<file path="config.mk">
export PLATFORM = sky130hd
export DESIGN_NAME = pipe_stage_buf_flat
export DESIGN_NICKNAME = d
export VERILOG_FILES = /design/src/rtl/pipe_stage_buf_pkg.sv /design/src/rtl/pipe_stage_buf_if.sv /design/src/rtl/pipe_stage_buf_data_reg.sv /design/src/rtl/pipe_stage_buf.sv /design/src/flat_wrapper.sv
export SDC_FILE = /design/constraint.sdc
export NUM_CORES = 1
export LEC_CHECK = 0
export BUFFER_PORTS_ARGS = -buffer_cell sky130_fd_sc_hd__buf_4
export CAP_MARGIN = 30
export CORE_MARGIN = 2
export CORE_UTILIZATION = 50
export DETAILED_ROUTE_END_ITERATION = 10
export PLACE_DENSITY_LB_ADDON = 0.05
export REMOVE_ABC_BUFFERS = 1
export SYNTH_ARGS = -nofsm -noshare
export SYNTH_HDL_FRONTEND = slang
export SYNTH_SLANG_ARGS = --single-unit
</file>
<file path="constraint.sdc">
create_clock -name clk -period 28 [get_ports clk]
set_input_delay 2.8 -clock clk [delete_from_list [all_inputs] [get_ports clk]]
set_output_delay 2.8 -clock clk [all_outputs]
set_load 0.03 [all_outputs]
</file>
<file path="src/rtl/pipe_stage_buf_pkg.sv">
// Shared constants for pipeline stage buffers: control-state encodings and default bundle widths.
// The state encoding is {skid_valid, main_valid}; 2'b10 is unreachable.
package pipe_stage_buf_pkg;

    localparam logic [1:0] ST_EMPTY = 2'b00;
    localparam logic [1:0] ST_ONE   = 2'b01;
    localparam logic [1:0] ST_TWO   = 2'b11;

    localparam int EXMEM_W = 213;
    localparam int IDEX_W  = 148;
    localparam int MEMWB_W = 104;

    // Number of entries held for a given {s_v, m_v} state.
    function automatic logic [1:0] st_count(input logic [1:0] st);
        return {1'b0, st[1]} + {1'b0, st[0]};
    endfunction

endpackage

</file>
<file path="src/rtl/pipe_stage_buf_if.sv">
// Valid/ready payload channel between pipeline stages.
// The master drives valid/data and samples ready; the slave does the reverse.
interface pipe_stage_buf_if
    import pipe_stage_buf_pkg::*;
#(
    parameter int WIDTH = EXMEM_W
);

    logic             valid;
    logic             ready;
    logic [WIDTH-1:0] data;

    modport master (output valid, output data, input ready);
    modport slave  (input valid, input data, output ready);

endinterface

</file>
<file path="src/rtl/pipe_stage_buf_data_reg.sv">
// Payload register with async reset, load enable and optional synchronous clear; 1-cycle latency.
// No handshake of its own: load/clear come from the owning stage's control logic.
module pipe_stage_buf_data_reg #(
    parameter int WIDTH      = 8,
    parameter bit CLEAR_DATA = 1'b1
) (
    input  logic             clk,
    input  logic             rst,
    input  logic             load,
    input  logic             clear,
    input  logic [WIDTH-1:0] d,
    output logic [WIDTH-1:0] q
);

    // With CLEAR_DATA=0 the clear request is ignored so the payload just holds.
    always_ff @(posedge clk or posedge rst) begin
        if (rst) begin
            q <= '0;
        end else if (clear && CLEAR_DATA) begin
            q <= '0;
        end else if (load) begin
            q <= d;
        end
    end

endmodule

</file>
<file path="src/rtl/pipe_stage_buf.sv">
// Pipeline stage register with 2-entry skid buffer, flush and bubble counter; 1-cycle latency.
// in_ready is registered (deasserts only when the skid entry is full); full throughput while out_ready=1.
module pipe_stage_buf
    import pipe_stage_buf_pkg::*;
#(
    parameter int WIDTH      = EXMEM_W,
    parameter bit CLEAR_DATA = 1'b1,
    parameter int CNT_W      = 16
) (
    input  logic             clk,
    input  logic             rst,
    input  logic             flush,
    pipe_stage_buf_if.slave  up,
    pipe_stage_buf_if.master dn,
    output logic [1:0]       occupancy,
    output logic [CNT_W-1:0] bubble_cnt
);

    logic [1:0]       state_q;
    logic [1:0]       state_d;
    logic             m_v;
    logic             s_v;
    logic             in_fire;
    logic             out_fire;
    logic             m_load;
    logic             m_from_skid;
    logic             m_clr;
    logic             s_load;
    logic             s_clr;
    logic [WIDTH-1:0] m_d;
    logic [WIDTH-1:0] s_d;
    logic [WIDTH-1:0] m_nxt;

    assign m_v      = state_q[0];
    assign s_v      = state_q[1];
    assign in_fire  = up.valid & ~s_v;
    assign out_fire = m_v & dn.ready;

    always_ff @(posedge clk or posedge rst) begin
        if (rst) begin
            state_q <= ST_EMPTY;
        end else begin
            state_q <= state_d;
        end
    end

    always_comb begin
        state_d = state_q;
        case (state_q)
            ST_EMPTY: if (in_fire) state_d = ST_ONE;
            ST_ONE: begin
                if (in_fire && !out_fire) begin
                    state_d = ST_TWO;
                end else if (!in_fire && out_fire) begin
                    state_d = ST_EMPTY;
                end
            end
            ST_TWO:   if (out_fire) state_d = ST_ONE;
            default:  state_d = ST_EMPTY;
        endcase
        // Squash wins over everything, including a concurrent accept.
        if (flush) begin
            state_d = ST_EMPTY;
        end
    end

    always_comb begin
        m_load      = 1'b0;
        m_from_skid = 1'b0;
        m_clr       = 1'b0;
        s_load      = 1'b0;
        s_clr       = 1'b0;
        if (flush) begin
            m_clr = 1'b1;
            s_clr = 1'b1;
        end else begin
            case (state_q)
                ST_EMPTY: m_load = in_fire;
                ST_ONE: begin
                    if (in_fire && out_fire) begin
                        m_load = 1'b1;
                    end else if (in_fire) begin
                        s_load = 1'b1;
                    end else if (out_fire) begin
                        m_clr = 1'b1;
                    end
                end
                ST_TWO: begin
                    m_load      = out_fire;
                    m_from_skid = out_fire;
                end
                default: begin
                    m_clr = 1'b1;
                    s_clr = 1'b1;
                end
            endcase
        end
    end

    assign m_nxt = m_from_skid ? s_d : up.data;

    pipe_stage_buf_data_reg #(
        .WIDTH      (WIDTH),
        .CLEAR_DATA (CLEAR_DATA)
    ) u_main_reg (
        .clk   (clk),
        .rst   (rst),
        .load  (m_load),
        .clear (m_clr),
        .d     (m_nxt),
        .q     (m_d)
    );

    pipe_stage_buf_data_reg #(
        .WIDTH      (WIDTH),
        .CLEAR_DATA (CLEAR_DATA)
    ) u_skid_reg (
        .clk   (clk),
        .rst   (rst),
        .load  (s_load),
        .clear (s_clr),
        .d     (up.data),
        .q     (s_d)
    );

    assign up.ready  = ~s_v;
    assign dn.valid  = m_v;
    assign dn.data   = m_d;
    assign occupancy = st_count(state_q);

    // Saturating idle-downstream counter; flush deliberately leaves it alone.
    always_ff @(posedge clk or posedge rst) begin
        if (rst) begin
            bubble_cnt <= '0;
        end else if (dn.ready && !m_v && (bubble_cnt != '1)) begin
            bubble_cnt <= bubble_cnt + CNT_W'(1);
        end
    end

endmodule
</file>
<file path="src/flat_wrapper.sv">
// flat-port wrapper written by rule: the top's interface ports become plain ports
module pipe_stage_buf_flat import pipe_stage_buf_pkg::*;
#(
    parameter int WIDTH      = EXMEM_W,
    parameter bit CLEAR_DATA = 1'b1,
    parameter int CNT_W      = 16
)
  (clk, rst, flush, occupancy, bubble_cnt, up_valid, up_data, up_ready, dn_valid, dn_data, dn_ready);
  pipe_stage_buf_if #(.WIDTH(WIDTH)) up_i ();
  pipe_stage_buf_if #(.WIDTH(WIDTH)) dn_i ();
  input  logic clk;
  input  logic rst;
  input  logic flush;
  output logic [1:0] occupancy;
  output logic [CNT_W-1:0] bubble_cnt;
  input wire logic [$bits(up_i.valid)-1:0] up_valid;
  input wire logic [$bits(up_i.data)-1:0] up_data;
  output wire logic [$bits(up_i.ready)-1:0] up_ready;
  output wire logic [$bits(dn_i.valid)-1:0] dn_valid;
  output wire logic [$bits(dn_i.data)-1:0] dn_data;
  input wire logic [$bits(dn_i.ready)-1:0] dn_ready;
  assign up_i.valid = up_valid;
  assign up_i.data = up_data;
  assign up_ready = up_i.ready;
  assign dn_valid = dn_i.valid;
  assign dn_data = dn_i.data;
  assign dn_i.ready = dn_ready;
  pipe_stage_buf #(.WIDTH(WIDTH), .CLEAR_DATA(CLEAR_DATA), .CNT_W(CNT_W)) u_core (.clk(clk), .rst(rst), .flush(flush), .up(up_i), .dn(dn_i), .occupancy(occupancy), .bubble_cnt(bubble_cnt));
endmodule
</file>
==> results of run 1 <==
==> layout make-up <==
type / instances / area, um2
Fill cell: 3243 / 13900
Clock inverter: 12 / 85.08
Sequential cell: 444 / 11110
Timing Repair Buffer: 475 / 3696
Tap cell: 518 / 648.1
Inverter: 7 / 33.78
Clock buffer: 72 / 1413
Antenna cell: 6 / 15.01
Multi-Input combinational cell: 1362 / 7838
==> stage by stage <==
stage               power [W]  hold WS, ns    util  instance area, um2  setup slack [ns]
floorplan            0.001384       0.5006       -               18940             2.557
global placement     0.001540       0.5071  0.5983               23180             21.30
detailed placement   0.001559       0.5105  0.6007               23270             21.25
CTS                  0.002169       0.5223  0.6394               24770             21.80
global route         0.002263       0.5341  0.6412               24840             21.49
finish               0.002151       0.5159  0.6412               24840             21.67
==> registers in the layout, summed over array words and instances (netlist names) <==
signal	count
u_core.u_main_reg.q	213
u_core.u_skid_reg.q	213
u_core.state_q	2
u_core.bubble_cnt	16
==> report_power, final <==
part / leakage (nW) / switching [W] / internal (W)
sequential: 6.08 / 0.0000796 / 0.000763
combinational: 5.94 / 0.000466 / 0.000235
clock: 0.748 / 0.000252 / 0.000355
==> worst paths after layout <==
path | startpoint | endpoint | slack, ns | cells past startpoint
max reg2reg | u_core.state_q[0] | u_core.u_main_reg.q[73] | 23.15 | 9
min in group asynchronous | rst | u_core.u_skid_reg.q[87] | 2.39 | 2
min reg2reg | u_core.bubble_cnt[11] | u_core.bubble_cnt[11] | 0.52 | 1
max in group asynchronous | rst | u_core.u_main_reg.q[186] | 23.50 | 5
min | u_core.bubble_cnt[11] | u_core.bubble_cnt[11] | 0.52 | 1
max | flush | u_core.u_main_reg.q[73] | 21.67 | 8
==> layer usage <==
metal / GRT usage / vias to the layer above / share of wire / routed length [um]
met1: 0.3588 / 7688 / 0.42 / 22970
met2: 0.4075 / 423 / 0.47 / 25720
met3: 0.07385 / 110 / 0.076 / 4218
li1: - / 7535 / - / -
met4: 0.1228 / 0 / 0.042 / 2334
met5: 0 / - / 0 / 0
==> worst max-delay path, delay by kind of cell <==
kind,cells,cell delay [ns]
buf+inv,4,2.46
compound gates,2,0.58
simple gates,2,0.58
==> cell usage after synthesis <==
| cell type | instances |
|---|---|
| dfrtp_1 | 444 |
| nand2_1 | 438 |
| nor2_1 | 221 |
| a21oi_1 | 216 |
| mux2i_1 | 215 |
| a211oi_1 | 213 |
| clkbuf_1 | 93 |
| buf_2 | 63 |
| buf_1 | 10 |
| ha_1 | 8 |
| xnor2_1 | 8 |
| inv_1 | 7 |
| nand4_1 | 7 |
| nand3_1 | 5 |
| nor3_1 | 4 |
| xor2_1 | 4 |
| a31oi_1 | 2 |
| mux2_2 | 2 |
| nand4b_1 | 2 |
| nor2b_1 | 2 |
| a211o_1 | 1 |
| a222oi_1 | 1 |
| and2_1 | 1 |
| and3_1 | 1 |
| and3_2 | 1 |
| and4b_1 | 1 |
| buf_6 | 1 |
| mux2_4 | 1 |
| nand2b_1 | 1 |
| nand3b_1 | 1 |
| nand4_2 | 1 |
| nor2b_4 | 1 |
| or2_1 | 1 |
| or2_2 | 1 |
| or2b_2 | 1 |
| or4_4 | 1 |
==> cell families (layout without fill, tap and decap cells) <==
kind of cell / Yosys count / count (layout) / share of synthesized area
AO/OA/AOI/OAI: 433 / 433 / 0.1380
other: 0 / 6 / 0
flip-flops: 444 / 444 / 0.5654
AND/OR/NAND/NOR: 691 / 691 / 0.1371
multiplexers: 218 / 218 / 0.1114
buffers and inverters: 174 / 566 / 0.03763
XOR/XNOR: 12 / 12 / 0.005348
adder cells (fa/ha/maj): 8 / 8 / 0.005094
==> flow_summary.ini, run 1 <==
[placed_design]
post-dp-hpwl_um = 34820
placed_cells = 2804
routabilityCongestion = 0.8370
port_buffers = 450

[timing]
finalClockSkew_ns = 0.02023
fmax_ghz = 0.1581
rsz0062_at_grt = false
setup_viol = 0
hold_viol = 0
slew_violations = 0
worst_slew_pin_slew_ns = 1.151
tns_ns = 0
min_period_ns = 6.326
slew_headroom = 0.2326
finalCritPeriodShare = 0.2259

[clock_network]
cts_buffers = 47
postCtsSetupBuffers = 0
insertion_delay_ns = 0.56
cts_tree = yes
cts_max_level = 2
cts_hold_buf = 0
cts_sinks = 444
postCtsResizedCells = 0
clockBufferDepth = 3
cts-root-buf = clkbuf_16
clk_pin_slew_ns = 0.06

[cells_and_area]
final_cell_mix = 467 x buf_4, 444 x dfrtp_1, 437 x nand2_1, 221 x nor2_1, 216 x a21oi_1
syn_to_final_growth_pct = 26.40
drive_gt1_frac = 0.2365
stdcell_count = 2896
final_common_cell = buf_4
nets = 2563

[pwr]
p_leak_nw = 12.76
power.density_mw_per_mm2 = 86.58
vdd_ir_drop_max_mv = 0.07594

[global_route]
grt_first_pass_wirelength_um = 86950
antenna_found_initial = 6
grt_max_degree = 256
grt.overflow.total = 0
grt_pass1_vias = 15352
track_usage = 0.2679

[die]
std_cell_rows = 72
fp.dieW_um = 202.3
initial_utilization = 0.5073
dieHeight_um = 202.3
io_pins = 451
core-area_mm2 = 0.03874
dieArea_mm2 = 0.04091

[routing]
drc_errors = 0
routed_wl_um = 55240
antenna_left = 0
detail_route.wl_per_cell_um = 19.08
drtIter0Drc = 995
drt_pass1_iterations = 5
vias = 15756
viasPerCell = 5.441

[critical_path]
end_kind = flip-flop
path_cells = buf_4 -> or2_4 -> a31oi_4 -> buf_12 -> buf_4 -> buf_4 -> nor2_1 -> a211oi_1
path_max_fanout = 255
worst_path_most_repeated_cell = buf_4
crit_slowest_cell = buf_4
cp_data_arrival_time_ns = 6.77
worstSetupStartpointType = primary input
critPathKind = primary input to flip-flop
cpPeakStageDelay_ns = 0.81
crit_required_ns = 28.44

[yosys]
avgSynthCellArea_um2 = 9.925
syn_area_mm2 = 0.01965
synth-seq-area-share = 0.5654
synthCells = 1980
synth_area_leader_cell = dfrtp_1
yosys.area.top_type_share = 0.5654
synth_warnings = 0
synth.distinct_cells = 36
synth_area_leaders = dfrtp_1 57%, mux2i_1 11%, nand2_1 8.4%, a211oi_1 8.1%, a21oi_1 5.5%
synth-seq-cells = 444

[job]
maxCapViolations = 0

[min_path]
hold_path_class = flip-flop to flip-flop

[outcome]
status = finished clean
(Power assumes the default switching activity.)
==> inputs of run 2 (changes only) <==
--- a/config.mk
+++ b/config.mk
@@ -5,6 +5,7 @@
 export SDC_FILE = /design/constraint.sdc
 export NUM_CORES = 1
 export LEC_CHECK = 0
+export ABC_AREA = 1
 export BUFFER_PORTS_ARGS = -buffer_cell sky130_fd_sc_hd__buf_4
 export CAP_MARGIN = 30
 export CORE_MARGIN = 2
==> constraint.sdc (replaced) <==
create_clock -name clk -period 6.5 [get_ports clk]
set_input_delay 0.65 -clock clk [delete_from_list [all_inputs] [get_ports clk]]
set_output_delay 0.65 -clock clk [all_outputs]
set_load 0.03 [all_outputs]
==> flow_summary.ini, run 2 <==
[timing]
min_period_ns = 3.047
fmax_ghz = 0.3281
worst_slew_pin_slew_ns = 1.137
finalCritPeriodShare = 0.4688
slew_violations = 0
setup_viol = 0
hold_viol = 0
slew_headroom = 0.2421
rsz0062_at_grt = false
tns_ns = 0
finalClockSkew_ns = 0.01328

[routing]
drtIter0Drc = 2016
drt_pass1_iterations = 6
routed_wl_um = 63320
viasPerCell = 5.641
vias = 19163
drc_errors = 0
detail_route.wl_per_cell_um = 18.64
antenna_left = 0

[clock_network]
clockBufferDepth = 3
cts_tree = yes
cts-root-buf = clkbuf_16
insertion_delay_ns = 0.58
cts_sinks = 444
cts_max_level = 2
cts_buffers = 49
clk_pin_slew_ns = 0.06

[placed_design]
post-dp-hpwl_um = 37200
routabilityCongestion = 0.8374
postPlaceCellArea_mm2 = 0.02400
port_buffers = 450
placed_cells = 3309

[critical_path]
reg2reg_from = u_core.state_q[0]
reg2reg_depth = 10
worstSetupStartpointType = flip-flop
path_max_fanout = 118
cp_data_arrival_time_ns = 3.56
regToRegEndpoint = u_core.u_main_reg.q[144]
end_kind = flip-flop
crit_required_ns = 7.01
startpoint = u_core.state_q[0]
rrSetupSlack_ns = 3.45
critPathKind = flip-flop to flip-flop

[yosys]
syn_area_mm2 = 0.02066
synthCells = 2520
synth_warnings = 0
synth_area_leader_cell = dfrtp_1
synth-seq-area-share = 0.5377
ys.flop_type = dfrtp_1
synth_edf_count = 0
avgSynthCellArea_um2 = 8.200
yosys.area.top_type_share = 0.5377
async_reset_ff_frac = 1.000
synth-seq-cells = 444
yosys-top-cells-count = 657 x nand3_1, 490 x nand2_1, 444 x dfrtp_1
synth.most_common_cell = nand3_1
synth_area_leaders = dfrtp_1 54%, nand3_1 16%, nand2_1 8.9%, o21ai_0 5.4%, o21ai_1 5.3%
synth.distinct_cells = 21

[die]
core-area_mm2 = 0.04083
initial_utilization = 0.5061
std_cell_rows = 74
fp.dieW_um = 207.3
dieArea_mm2 = 0.04297
io_pins = 451
dieHeight_um = 207.3

[cells_and_area]
drive_gt1_frac = 0.1952
register_area_mm2 = 0.01111
multi_input_area_mm2 = 0.007675
nets = 3056
syn_to_final_growth_pct = 24.17
finalInstanceArea_mm2 = 0.02566
num-fill-cells = 3549
reg_top3 = u_core.u_main_reg.q (213), u_core.u_skid_reg.q (213), u_core.bubble_cnt (16)
stdcell_count = 3397
finish.utilization = 0.6284
final_cell_mix = 657 x nand3_1, 489 x nand2_1, 460 x buf_4, 444 x dfrtp_1, 227 x inv_1
final_common_cell = nand3_1

[pwr]
vdd_ir_drop_max_mv = 0.2704
power.total_w = 0.008676
p_leak_nw = 13.14
power.density_mw_per_mm2 = 338.1

[outcome]
status = finished clean

[min_path]
hold_path.startpoint = up_data[85]
whs_endpoint = u_core.u_skid_reg.q[85]
hold_path_class = primary input to flip-flop
holdPathStages = 3

[global_route]
grt.overflow.total = 0
track_usage = 0.2852
grt_pass1_vias = 17883
antenna_found_initial = 2
grt_max_degree = 239
grt_first_pass_wirelength_um = 99660

[job]
maxCapViolations = 0
## run 2: cell count changes in the layout (fill, tap and decap cells not counted), sizes merged, moves of 8 or more
cell and delta:
o21ai +438, nor2 -202, mux2i -215, nand3 +653, a21oi -216, a211oi -212, inv +229, xnor2 -8
nand2 +54
## run 2: per-stage QoR
step	hold slack [ns]	setup WS (ns)
2_1_floorplan	0.4863	-7.644
5_1_grt	0.3090	3.270
4_1_cts	0.2838	3.544
6_report	0.3076	3.453
3_3_place_gp	0.4953	3.385
3_5_place_dp	0.4956	3.350
## run 2: area by class of cell
| type | count | share of cell area |
|---|---|---|
| diodes | 1 | 0.00009752 |
| clock buffers | 73 | 0.05764 |
| clock inverters | 12 | 0.005510 |
| inverters | 235 | 0.03506 |
| multi-input cells | 1629 | 0.2991 |
| flip-flops and latches | 444 | 0.4330 |
| well taps | 532 | 0.02594 |
| repair buffers | 471 | 0.1437 |
## run 2: how the worst max path moves through the flow
| stage | endpoint | cells past startpoint | slack [ns] |
|---|---|---|---|
| floorplan | u_core.u_main_reg.q[0] | 7 | -7.64 |
| global placement | u_core.u_main_reg.q[144] | 11 | 3.39 |
| detailed placement | u_core.u_main_reg.q[0] | 11 | 3.35 |
| CTS | u_core.u_main_reg.q[0] | 10 | 3.54 |
| global route | u_core.u_main_reg.q[20] | 10 | 3.27 |
| finish | u_core.u_main_reg.q[144] | 10 | 3.45 |
## run 2: worst max-delay path: stages (launching register included)
cell     delay [ns]
dfrtp_1        0.49
nand2_1        0.15
inv_2          0.13
ha_1           0.16
nand2_1        0.05
nand3_1        0.18
nand2_8        0.33
inv_6          0.51
buf_12         0.44
nand3_1        0.16
nand2_1        0.11
## run 2: kinds of logic after synthesis
family | count (synthesis) | synth area share
simple gates | 1172 | 0.2539
buf+inv | 447 | 0.09270
flops | 444 | 0.5377
compound gates | 440 | 0.1070
xor+xnor | 9 | 0.003815
fa+ha+maj | 8 | 0.004844
## run 2: routing by layer
layer,share of wire,GRT usage,vias to the layer above
li1,-,-,8948
met1,0.42,0.4124,9234
met2,0.46,0.4218,838
met3,0.081,0.05356,141
met4,0.042,0.1219,2
met5,0.00025,0,-
## run 2: power by group
part	leakage [nW]	switching, W	total [W]	internal (W)
clock	0.801	0.00113	0.00281	0.00168
combinational	6.22	0.00180	0.00248	0.000688
sequential	6.12	0.000236	0.00338	0.00314
total	13.1	0.00317	0.00868	0.00551
## run 2: what timing repair did
item	in CTS	in global routing
endpoints found under the hold margin	0	4
hold buffers	0	1
setup buffers	0	0
resized for setup	0	0
